**config.mk**
```make
export PLATFORM = sky130hd
export DESIGN_NAME = tile_row_collector
export DESIGN_NICKNAME = d
export VERILOG_FILES = /design/src/rtl/tile_row_collector.sv
export SDC_FILE = /design/constraint.sdc
export NUM_CORES = 1
export LEC_CHECK = 0
export BUFFER_PORTS_ARGS = -buffer_cell sky130_fd_sc_hd__buf_2
export CORE_MARGIN = 2
export CORE_UTILIZATION = 61
export CTS_BUF_LIST = sky130_fd_sc_hd__clkbuf_4 sky130_fd_sc_hd__clkbuf_8
export DETAILED_ROUTE_END_ITERATION = 12
export PLACE_DENSITY_LB_ADDON = 0.3
export SLEW_MARGIN = 5
export SYNTH_ARGS = -nofsm -noshare
export SYNTH_HDL_FRONTEND = slang
export SYNTH_SLANG_ARGS = --single-unit
export TNS_END_PERCENT = 1
```
**constraint.sdc**
```tcl
create_clock -name clk -period 12.7 [get_ports clk]
set_clock_uncertainty 0.2 [all_clocks]
set_input_delay 2.54 -clock clk [delete_from_list [all_inputs] [get_ports clk]]
set_output_delay 2.54 -clock clk [all_outputs]
set_load 0.03 [all_outputs]
```
**src/rtl/tile_row_collector.sv**
```systemverilog
// rtl/tile_row_collector.sv - ping-pong band buffer turning result tiles into a row-major stream
module tile_row_collector #(
    parameter int WIDTH          = 16,
    parameter int BLOCK_SIZE     = 2,
    parameter int CHUNK_SIZE     = 4,
    parameter int ROW_SIZE_MAT_C = 3,
    parameter int COL_SIZE_MAT_C = 3
) (
    input  logic                          clk,
    input  logic                          rst_n,
    input  logic                          tile_valid,
    output logic                          tile_ready,
    input  logic [WIDTH*CHUNK_SIZE-1:0]   tile_data,
    output logic                          m_valid,
    input  logic                          m_ready,
    output logic [WIDTH*BLOCK_SIZE-1:0]   m_data,
    output logic                          m_last,
    output logic                          done,
    output logic                          overflow
);

    localparam int TW  = WIDTH * CHUNK_SIZE;
    localparam int RW  = WIDTH * BLOCK_SIZE;
    localparam int CW  = (COL_SIZE_MAT_C > 1) ? $clog2(COL_SIZE_MAT_C) : 1;
    localparam int RBW = (BLOCK_SIZE > 1) ? $clog2(BLOCK_SIZE) : 1;
    localparam int BW  = (ROW_SIZE_MAT_C > 1) ? $clog2(ROW_SIZE_MAT_C) : 1;

    localparam logic [CW-1:0]  COL_LAST  = CW'(COL_SIZE_MAT_C - 1);
    localparam logic [RBW-1:0] ROW_LAST  = RBW'(BLOCK_SIZE - 1);
    localparam logic [BW-1:0]  BAND_LAST = BW'(ROW_SIZE_MAT_C - 1);

    typedef enum logic {IDLE, STREAM} state_t;

    state_t          state, state_next;
    logic [TW-1:0]   tile_buf [2][COL_SIZE_MAT_C];
    logic [1:0]      full;
    logic            wr_bank, rd_bank;
    logic [CW-1:0]   tile_col, beat_c;
    logic [RBW-1:0]  beat_r;
    logic [BW-1:0]   band;
    logic            accept, beat_hs, last_beat;

    assign tile_ready = !full[wr_bank];
    assign accept     = tile_valid && tile_ready;
    assign last_beat  = (beat_r == ROW_LAST) && (beat_c == COL_LAST);

    // Presenting in IDLE as soon as the bank fills gives first m_valid one cycle after the completing tile.
    always_comb begin
        state_next = state;
        m_valid    = 1'b0;
        m_data     = '0;
        m_last     = 1'b0;
        beat_hs    = 1'b0;
        case (state)
            IDLE: begin
                if (full[rd_bank]) begin
                    m_valid    = 1'b1;
                    state_next = STREAM;
                end
            end
            STREAM: m_valid = 1'b1;
            default: state_next = IDLE;
        endcase
        if (m_valid) begin
            m_data  = tile_buf[rd_bank][beat_c][beat_r*RW +: RW];
            m_last  = last_beat;
            beat_hs = m_ready;
            if (beat_hs && last_beat)
                state_next = full[~rd_bank] ? STREAM : IDLE;
        end
    end

    always_ff @(posedge clk) begin
        if (!rst_n) begin
            state    <= IDLE;
            full     <= '0;
            wr_bank  <= 1'b0;
            rd_bank  <= 1'b0;
            tile_col <= '0;
            beat_r   <= '0;
            beat_c   <= '0;
            band     <= '0;
            done     <= 1'b0;
            overflow <= 1'b0;
        end else begin
            state <= state_next;
            done  <= 1'b0;
            if (tile_valid && !tile_ready)
                overflow <= 1'b1;
            if (accept) begin
                if (tile_col == COL_LAST) begin
                    tile_col      <= '0;
                    full[wr_bank] <= 1'b1;
                    wr_bank       <= ~wr_bank;
                end else begin
                    tile_col <= tile_col + 1'b1;
                end
            end
            if (beat_hs) begin
                if (beat_c == COL_LAST) begin
                    beat_c <= '0;
                    beat_r <= (beat_r == ROW_LAST) ? '0 : beat_r + 1'b1;
                end else begin
                    beat_c <= beat_c + 1'b1;
                end
                // Capture only ever targets the other bank here, so set and clear never collide.
                if (last_beat) begin
                    full[rd_bank] <= 1'b0;
                    rd_bank       <= ~rd_bank;
                    if (band == BAND_LAST) begin
                        band <= '0;
                        done <= 1'b1;
                    end else begin
                        band <= band + 1'b1;
                    end
                end
            end
        end
    end

    always_ff @(posedge clk) begin
        if (accept)
            tile_buf[wr_bank][tile_col] <= tile_data;
    end

endmodule

```
==> impl_results.md, run 1 <==
- Largest net degree at the start of global routing: 65
- Wire per inst: about 24 um
- Delay-heaviest family, CP: buffers and inverters
- Crit-path slowest cell: buf_4
- Core ar.: about 25,000 sq um
- CP max FO: 50
- Die Wd: about 160 um
- WHS: between 0.2 and 0.3 ns
- Syn Area/Cell: between 15 and 20 sq um
- HP Class: flip-flop to flip-flop
- Fmax achieved: 0.142 GHz
- Ports: between 100 and 150
- Fin. max-slew vios: 0
- Final nets: 990
- CTS clk-pin slew, worst paths: about 0.070 ns
- Setup crit end kind: output port
- Syn Inst Count: around 800
- Clk_lat worst skew: about 0.57 ns
- Die Ht: 163 um
- ANT nets after route: 0
- Total vias in the final route: around 7,900
- Most frequent cells in the layout: edfxtp_1, buf_2, nand2_1
- Fin Setup TNS: 0 ns
- Layout overhead on the synthesized area: 12.0%
- Crit path launch type: flip-flop
- Req. time, crit path: between 9 and 10 ns
- Sequential area share after synthesis: between 70% and 80%
- Synth warn: 0
- TritonCTS clock tree: done
- # H-tree levels: 2
- Rows: 58
- CTS Hold Bufs: 0
- Fin. Hold Viols: 0
- Grt ovf: 0
- Tot GR Track Use: around 24%
- Worst path arrival time: 4.31 ns
- Iteration-0 DRC Markers: 830
- R2r setup slk: roughly 9.0 ns
- Flops & latches, synth: 399
- Worst slew pin tran: around 1.2 ns
- DRC viols: 0
- CTS resizes: 0
- RSZ-0062 raised after global routing: false
- Slew HR: between 20% and 30%
- Status: finished, final reports clean
- Slowest stage delay, CP: between 0.8 and 0.9 ns
- PwrDens: approximately 150 nW/um^2
- Commonest non-fill, non-tap cell in the layout: edfxtp_1
- Die footprint: about 27,000 sq um
- Syn_nets: ~860
- Crit path cell chain: buf_4 -> buf_4 -> mux4_2 -> o2111ai_1 -> a21oi_1 -> buf_2
- Leakage power: around 5.4 nW
- CTS Buf Count: 58
- Clk root buf: clkbuf_8
- Cell mode on critical path: buf_4
- Worst path bufs/invs: 3
- Number of global-route vias before repair: 8,153
- Initial antenna violation count: 2
- Distinct cells, synth: 42
- First-pass GRT wire length: roughly 47 mm
- WL final: roughly 31 mm
- Overall Power: 2.55 mW
- Post-Syn Area: around 15,000 sq um
- Gp weighted congestion: 0.703
- Clock buffer depth: 3
- Tcrit/Tclk final: between 50% and 60%
- # port buffers: about 100
- Share of cells above drive strength 1: roughly 30%
- Vias per inst: about 6
- WS Path Type: flip-flop to output port
- Clock net sink count: ~400
- Drt first pass iters: 5
- Post-CTS Setup Bufs: 0
- Max Cap Violations: 0
- Initial Utilization: 61.9%
- Peak VDD IR: ~0.11 mV
- Fin crit period: roughly 7 ns
- HPWL after DPL: ~16 mm
- Final Setup Violations: 0
[cell type report]
class,instances,area (sq um)
multi-input combinational,345,3380
clock buffer,90,1040
timing repair buffer,115,603
sequential,399,11800
tap,330,413
inverter,3,11.3
clock inverter,13,53.8
fill,1568,7680
antenna,3,7.51
[worst paths after layout]
check                               start                to  cells after the start
worst max-delay path            flip-flop        m_data[27]                      6
worst min-delay path             overflow          overflow                      1
worst max register to register    wr_bank  tile_buf[1][183]                      5
worst min register to register   overflow          overflow                      1
[worst reg2reg max path: stages, from the launching register on]
cell	delay, ns
dfxtp_1	0.59
mux2i_1	0.43
nand2_1	0.16
or3_4	0.40
nor2_4	0.82
buf_4	0.69
[cell families after synthesis]
family,share of synthesized area (%)
AO/OA/AOI/OAI,4.76
XOR/XNOR,0.170
buffers and inverters,2.15
flip-flops,76.4
multiplexers,13.7
AND/OR/NAND/NOR,2.89
[stage by stage]
stage | instance area, sq um | worst slack, ns | util (%) | instances
final | 17400 | 5.65 | 69.3 | 1298
after global placement | 16200 | 6.27 | 64.9 | 1192
after CTS | 17300 | 5.55 | 69.3 | 1295
after detailed placement | 16200 | 6.18 | 64.9 | 1192
after floorplan | 15500 | 6.35 | - | 796
after global routing | 17400 | 5.32 | 69.3 | 1296
[synth_stat cells (all sizes together)]
library cell  number  share of area (%)
edfxtp           384                 74
nand2             71                1.7
mux2i             65                4.2
mux4              63                9.2
a21oi             32                1.0
o2111ai           32                1.9
o21ai             32                1.0
buf               26                1.5
clkbuf            23               0.57
dfxtp             15                1.9
nor2               8               0.19
a21boi             7               0.36
and2               6               0.24
mux2               4               0.31
inv                3              0.073
or3                3               0.15
xnor2              3               0.17
and2b              2               0.11
nand2b             2              0.081
nand4b             2               0.11
o211ai             2              0.097
o221a              2               0.15
or3b               2               0.11
a211oi             1              0.048
and3               1              0.040
nand3              1              0.032
nor4b              1              0.057
o2111a             1              0.073
o21a               1              0.048
or2                1              0.040
[flip-flops by register name (all words and copies together), names as in the netlist, named ones only]
name / cells
tile_buf: 384
wr_bank: 1
beat_r: 1
overflow: 1
full: 2
rd_bank: 1
beat_c: 2
state: 1
band: 2
tile_col: 2
done: 1
[metal layers]
metal  routed length (um)  vias to the layer above  GRT usage, %  part of all wire, %
li1                     -                     3498             -                    -
met3                 1930                       44          4.11                  6.2
met2                15600                      285          39.9                   50
met1                13200                     4114          33.8                   42
met5                    7                        -             0                0.022
met4                  520                        2          6.52                  1.7
[power by group]
part / internal, mW / leakage [nW] / switching (mW)
logic: 0.0388 / 1.21 / 0.0663
registers: 1.48 / 3.62 / 0.00969
clock network: 0.518 / 0.588 / 0.438
total: 2.04 / 5.42 / 0.514
Power figures use the tool's default switching activity.
==> run 2: changes to the inputs <==
- clock period: 12.7 -> 7.34 ns (I/O delays scaled with it)
==> run 2 against run 1 <==
First-iteration DRC count fell by 3.7%. Critical path depth fell by 1. Non-clock buffer count did not move. Wire length fell by 1.3%. Combinational power rose by 73%. Power rose by 71%. Register-to-register slack got worse by 5.4 ns. Count of clock-buffer cells in the layout fell by 7.
==> impl_results.md, run 2 (synthesis results as in run 1) <==
- HP Class: flip-flop to flip-flop
- Status: finished, final reports clean
- Initial antenna violation count: 4 (+2)
- WS Path Type: flip-flop to output port
- Iteration-0 DRC Markers: 799 (-3.7%)
- Leakage power: 5.40 nW (-0.36%)
- Tcrit/Tclk final: 67.1%
- Fin. Hold Viols: 0 (unchanged)
- Setup crit end kind: output port
- Ports: 105 (unchanged)
- Die footprint: 26,700 sq um (unchanged)
- Peak VDD IR: 0.210 mV (+88%)
- Fmax achieved: 0.203 GHz
- Gp weighted congestion: 0.719 (+2.2%)
- CP max FO: 48 (-4.0%)
- Initial Utilization: 61.9% (unchanged)
- Worst path arrival time: 3.25 ns (-1.06 ns)
- Core ar.: 25,000 sq um (unchanged)
- Die Wd: 163 um (unchanged)
- Share of cells above drive strength 1: 30.1% (-0.26 points)
- First-pass GRT wire length: 46.9 mm (-0.67%)
- CTS clk-pin slew, worst paths: 0.06 ns (about the same)
- Fillers: 1,569 (+0.064%)
- Wire per inst: 23.9 um (-0.87%)
- Number of global-route vias before repair: 8,292 (+1.7%)
- Rows: 58 (unchanged)
- Clock buffer depth: 3 (unchanged)
- Largest net degree at the start of global routing: 70 (+7.7%)
- Post-layout instance area: 17,300 sq um (-0.17%)
- Total vias in the final route: 7,913 (-0.38%)
- CTS resizes: 0 (unchanged)
- Clk root buf: clkbuf_8
- Fin util: 69.2% (-0.11 points)
- Max Cap Violations: 0 (unchanged)
- CTS Buf Count: 58 (unchanged)
- Layout overhead on the synthesized area: 11.8%
- Drt first pass iters: 5 (unchanged)
- Final Setup Violations: 0 (unchanged)
- Req. time, crit path: 5.67 ns (-4.29 ns)
- Most frequent cells in the layout: edfxtp_1, buf_2, nand2_1
- Max reg flops: 384 (unchanged)
- Vias per inst: 6.12 (about the same)
- Overall Power: 4.37 mW (+71%)
- DRC viols: 0 (unchanged)
- Fin Setup TNS: 0 ns (unchanged)
- Clock net sink count: 399 (unchanged)
- Biggest register: tile_buf
- Fin. max-slew vios: 0 (unchanged)
- Post-CTS Setup Bufs: 0 (unchanged)
- HPWL after DPL: 16.6 mm (+0.65%)
- RSZ-0062 raised after global routing: false
- PwrDens: 252 nW/um^2 (+72%)
- Tot GR Track Use: 23.8% (-0.28 points)
- Commonest non-fill, non-tap cell in the layout: edfxtp_1
- TritonCTS clock tree: done
- Placed cell area: 16,300 sq um (about the same)
- Crit path launch type: flip-flop
- Die Ht: 163 um (unchanged)
- ANT nets after route: 0 (unchanged)
- Final nets: 990 (unchanged)
- WL final: 30.9 mm (-1.3%)
- Worst slew pin tran: 1.31 ns (+0.141 ns)
- CTS Hold Bufs: 0 (unchanged)
- Slew HR: 12.5% (-9.4 points)
- # H-tree levels: 2 (unchanged)
- Grt ovf: 0 (unchanged)
- Fin crit period: between 4 and 5 ns
- Clk_lat worst skew: 0.57 ns (about the same)
- # port buffers: 104 (unchanged)
==> run 2: where the power goes <==
group,switching [mW],internal (mW),total [mW],leakage (nW)
clock network,0.754,0.858,1.61,0.566
logic,0.115,0.0673,0.182,1.21
registers,0.0152,2.56,2.58,3.62
==> run 2: critical path, stage by stage, from the launching register on <==
cell	delay (ns)
dfxtp_4	0.93
buf_4	0.61
mux4_2	0.56
o21ai_0	0.22
a21oi_1	0.13
buf_2	0.22
==> run 2: final timing paths <==
| path | start | end | slack (ns) | depth (start not counted) |
|---|---|---|---|---|
| setup / recovery | flip-flop | m_data[10] | 2.42 | 5 |
| hold reg to reg | overflow | overflow | 0.27 | 1 |
| setup reg to reg | wr_bank | tile_buf[1][129] | 3.58 | 5 |
| hold / removal | overflow | overflow | 0.27 | 1 |
==> run 2: routing by layer <==
layer | vias to the layer above | wire length [um] | track usage (%)
li1 | 3485 | - | -
met1 | 4056 | 12800 | 32.4
met2 | 312 | 15300 | 39.4
met3 | 56 | 2150 | 4.82
met4 | 4 | 635 | 7.44
met5 | - | 24 | 0
==> run 2: area by class of cell <==
type	instances	area, sq um	area share [%]
clock inverter	15	65.1	0.376
clock buffer	83	992	5.73
inverter	3	11.3	0.0650
antenna	3	7.51	0.0433
tap	330	413	2.38
sequential	399	11800	68.3
multi-input combinational	345	3380	19.5
timing repair buffer	115	616	3.55
==> run 2: through the flow <==
step / setup slack, ns / std cells / hold WS [ns]
after floorplan: 2.06 / 796 / 0.227
after global placement: 2.99 / 1192 / 0.242
after detailed placement: 2.93 / 1192 / 0.261
after CTS: 2.31 / 1290 / 0.272
after global routing: 2.15 / 1291 / 0.296
final: 2.42 / 1293 / 0.271
==> run 3: changes to the inputs <==
- CORE_UTILIZATION: 61 -> 56
- clock period: 7.34 -> 4.4 ns (I/O delays scaled with it)
==> run 3 against run 2 <==
Power is 71% higher. Global-route usage is 2.1 points lower. Combinational power is 72% higher. Count of clock-buffer cells in the layout stayed put. Sequential power is 67% higher. Die area is 8.7% higher. Setup slack worse by 2.0 ns. Flip-flop and latch count stayed put. Clock power is 78% higher. Sequential share of layout area is 1.3 points lower. Final cell count is 2.9% higher. Register-to-register slack worse by 2.2 ns.
==> impl_results.md, run 3 (synthesis results as in run 1) <==
- Fin crit period: between 3 and 4 ns
- Worst slew pin tran: 0.815 ns (-0.494 ns)
- CTS clk-pin slew, worst paths: 0.06 ns (about the same)
- Iteration-0 DRC Markers: 714 (-11%)
- Fmax achieved: 0.252 GHz
- Worst path arrival time: 2.89 ns (-0.36 ns)
- Peak VDD IR: 0.237 mV (+13%)
- Rows: 60 (+3.4%)
- Final nets: 1,009 (+1.9%)
- Post-CTS Setup Bufs: 0 (unchanged)
- Endpoint with the worst hold slack: overflow
- Most crowded layer after global routing: met2
- Tcrit/Tclk final: between 90 and 100%
- Max Cap Violations: 0 (unchanged)
- WS Path Type: flip-flop to output port
- Crit-path slowest cell: or2_1
- Final Setup Violations: 0 (unchanged)
- CTS Hold Bufs: 0 (unchanged)
- Leakage power: 5.54 nW (+2.7%)
- Worst reg-to-reg path cell count: 4 (-1)
- Vias per inst: 5.91 (-3.5%)
- Dpl cells: 1,220 (+2.3%)
- Slowest stage delay, CP: 0.62 ns (-0.31 ns)
- WL final: 30.7 mm (-0.63%)
- Pint: 5.93 mW (+70%)
- TritonCTS clock tree: done
- Clock buffer depth: 3 (unchanged)
- Crit path cell chain: mux2_4 -> or2_1 -> buf_4 -> a21boi_0 -> o2111a_1 -> buf_2
- # port buffers: 104 (unchanged)
- Status: finished, final reports clean
- Clock net sink count: 399 (unchanged)
- Worst Hold Path Cells: 1 (unchanged)
- Clock share of power: 38.3% (+1.4 points)
- Number of global-route vias before repair: 8,043 (-3.0%)
- Biggest register: tile_buf
- CTS Buf Count: 60 (+3.4%)
- Layout overhead on the synthesized area: 13.9%
- Multi-input gate area: 3380 sq um (-0.18%)
- Total vias in the final route: 7,861 (-0.66%)
- Die Ht: 170 um (+4.3%)
- Routing usage on met3: 4.33% (-0.50 points)
- Die Wd: 170 um (+4.3%)
- Slew HR: 45.6% (+33 points)
- RSZ-0062 raised after global routing: false
- Reg area: 11,800 sq um (unchanged)
- CTS resizes: 0 (unchanged)
- PwrDens: 423 nW/um^2 (+68%)
- Clk_lat worst skew: 0.59 ns (+0.02 ns)
- Die footprint: 29,000 sq um (+8.7%)
- Met1 usage: 30.2% (-2.2 points)
- Initial Utilization: 57.3% (-4.6 points)
- Commonest non-fill, non-tap cell in the layout: edfxtp_1
- WHS: 0.265 ns (-0.00599 ns)
- Hold path start: overflow
- Clk root buf: clkbuf_8
- Comb pwr share: 4.2% (about the same)
- First-pass GRT wire length: 46.5 mm (-1.0%)
- P_sw: 1.54 mW (+75%)
- Tot GR Track Use: 21.7% (-2.1 points)
- R2r setup slk: 1.41 ns (-2.17 ns)
- HP Class: flip-flop to flip-flop
- DRC viols: 0 (unchanged)
- Fin. max-slew vios: 0 (unchanged)
- Fin. Hold Viols: 0 (unchanged)
- Final std cells w/o fill: 1,331 (+2.9%)
- HPWL after DPL: 17.7 mm (+6.6%)
- Switch share: 20.7% (+0.44 points)
- Largest net degree at the start of global routing: 65 (-7.1%)
- R2R Path Start: wr_bank
- Share of cells above drive strength 1: 30.8% (+0.73 points)
- Setup crit end kind: output port
- Capture point of the worst reg-to-reg path: tile_buf[1][1]
- Max reg flops: 384 (unchanged)
- Core ar.: 27,000 sq um (+7.9%)
- Fillers: 1,837 (+17%)
- Drt first pass iters: 5 (unchanged)
- Overall Power: 7.47 mW (+71%)
- GR Util met2: 34.9% (-4.4 points)
- ANT nets after route: 0 (unchanged)
- Grt ovf: 0 (unchanged)
- Gp weighted congestion: 0.720 (+0.13%)
- Initial antenna violation count: 5 (+1)
- # H-tree levels: 2 (unchanged)
- Wire per inst: 23.1 um (-3.5%)
- Crit path launch type: flip-flop
- Req. time, crit path: 3.32 ns (-2.35 ns)
- Most frequent cells in the layout: edfxtp_1, buf_2, nand2_1
- Register share of total power: 57.5% (-1.4 points)
- CP max FO: 19 (-60%)
- Ports: 105 (unchanged)
[run 3: power groups by stage]
stage | Combinational (mW) | Clock [mW] | Sequential [mW]
finish | 0.313 | 2.86 | 4.30
global route | 0.339 | 3.08 | 4.30
CTS | 0.316 | 2.91 | 4.30
detailed placement | 0.316 | 0 | 4.38
global placement | 0.308 | 0 | 4.37
floorplan | 0.173 | 0 | 4.37
[run 3: worst max-delay path: cells and delay by family (launching register included)]
kind                   cells  cell delay, ns
AND/OR/NAND/NOR            1            0.62
flip-flops                 1            0.42
multiplexers               1            0.22
AO/OA/AOI/OAI              2            0.42
buffers and inverters      2            0.60
[run 3: area by class of cell]
cell class              count  area share (%)
diodes                      4          0.0567
clock buffers              83            5.97
clock inverters            24           0.602
inverters                   3          0.0638
multi-input cells         345            19.1
flip-flops and latches    399            67.1
well taps                 341            2.42
repair buffers            132            4.71
[run 3: worst max-delay path by stage]
stage / slack, ns / cells after the start / startpoint / end
final: 0.43 / 6 / rd_bank / m_data[3]
after global routing: 0.26 / 6 / rd_bank / m_data[3]
after CTS: 0.44 / 5 / flip-flop / m_data[2]
after detailed placement: 1.07 / 5 / flip-flop / m_data[2]
after global placement: 1.09 / 5 / flip-flop / m_data[2]
after floorplan: -0.65 / 5 / wr_bank / tile_buf[0][128]
[run 3: layer usage]
metal | routed length (um) | vias up
li1 | - | 3545
met1 | 13400 | 4020
met2 | 14900 | 248
met3 | 1800 | 44
met4 | 526 | 4
met5 | 23 | -
[run 3: through the flow]
stage / setup TNS, ns / util (%) / worst slack [ns] / instance area, sq um
after global routing: 0 / 65.3 / 0.265 / 17700
after detailed placement: 0 / 61.0 / 1.07 / 16500
after CTS: 0 / 65.3 / 0.440 / 17600
after floorplan: -187.12 / - / -0.645 / 15500
final: 0 / 65.3 / 0.434 / 17700
after global placement: 0 / 61.0 / 1.09 / 16500
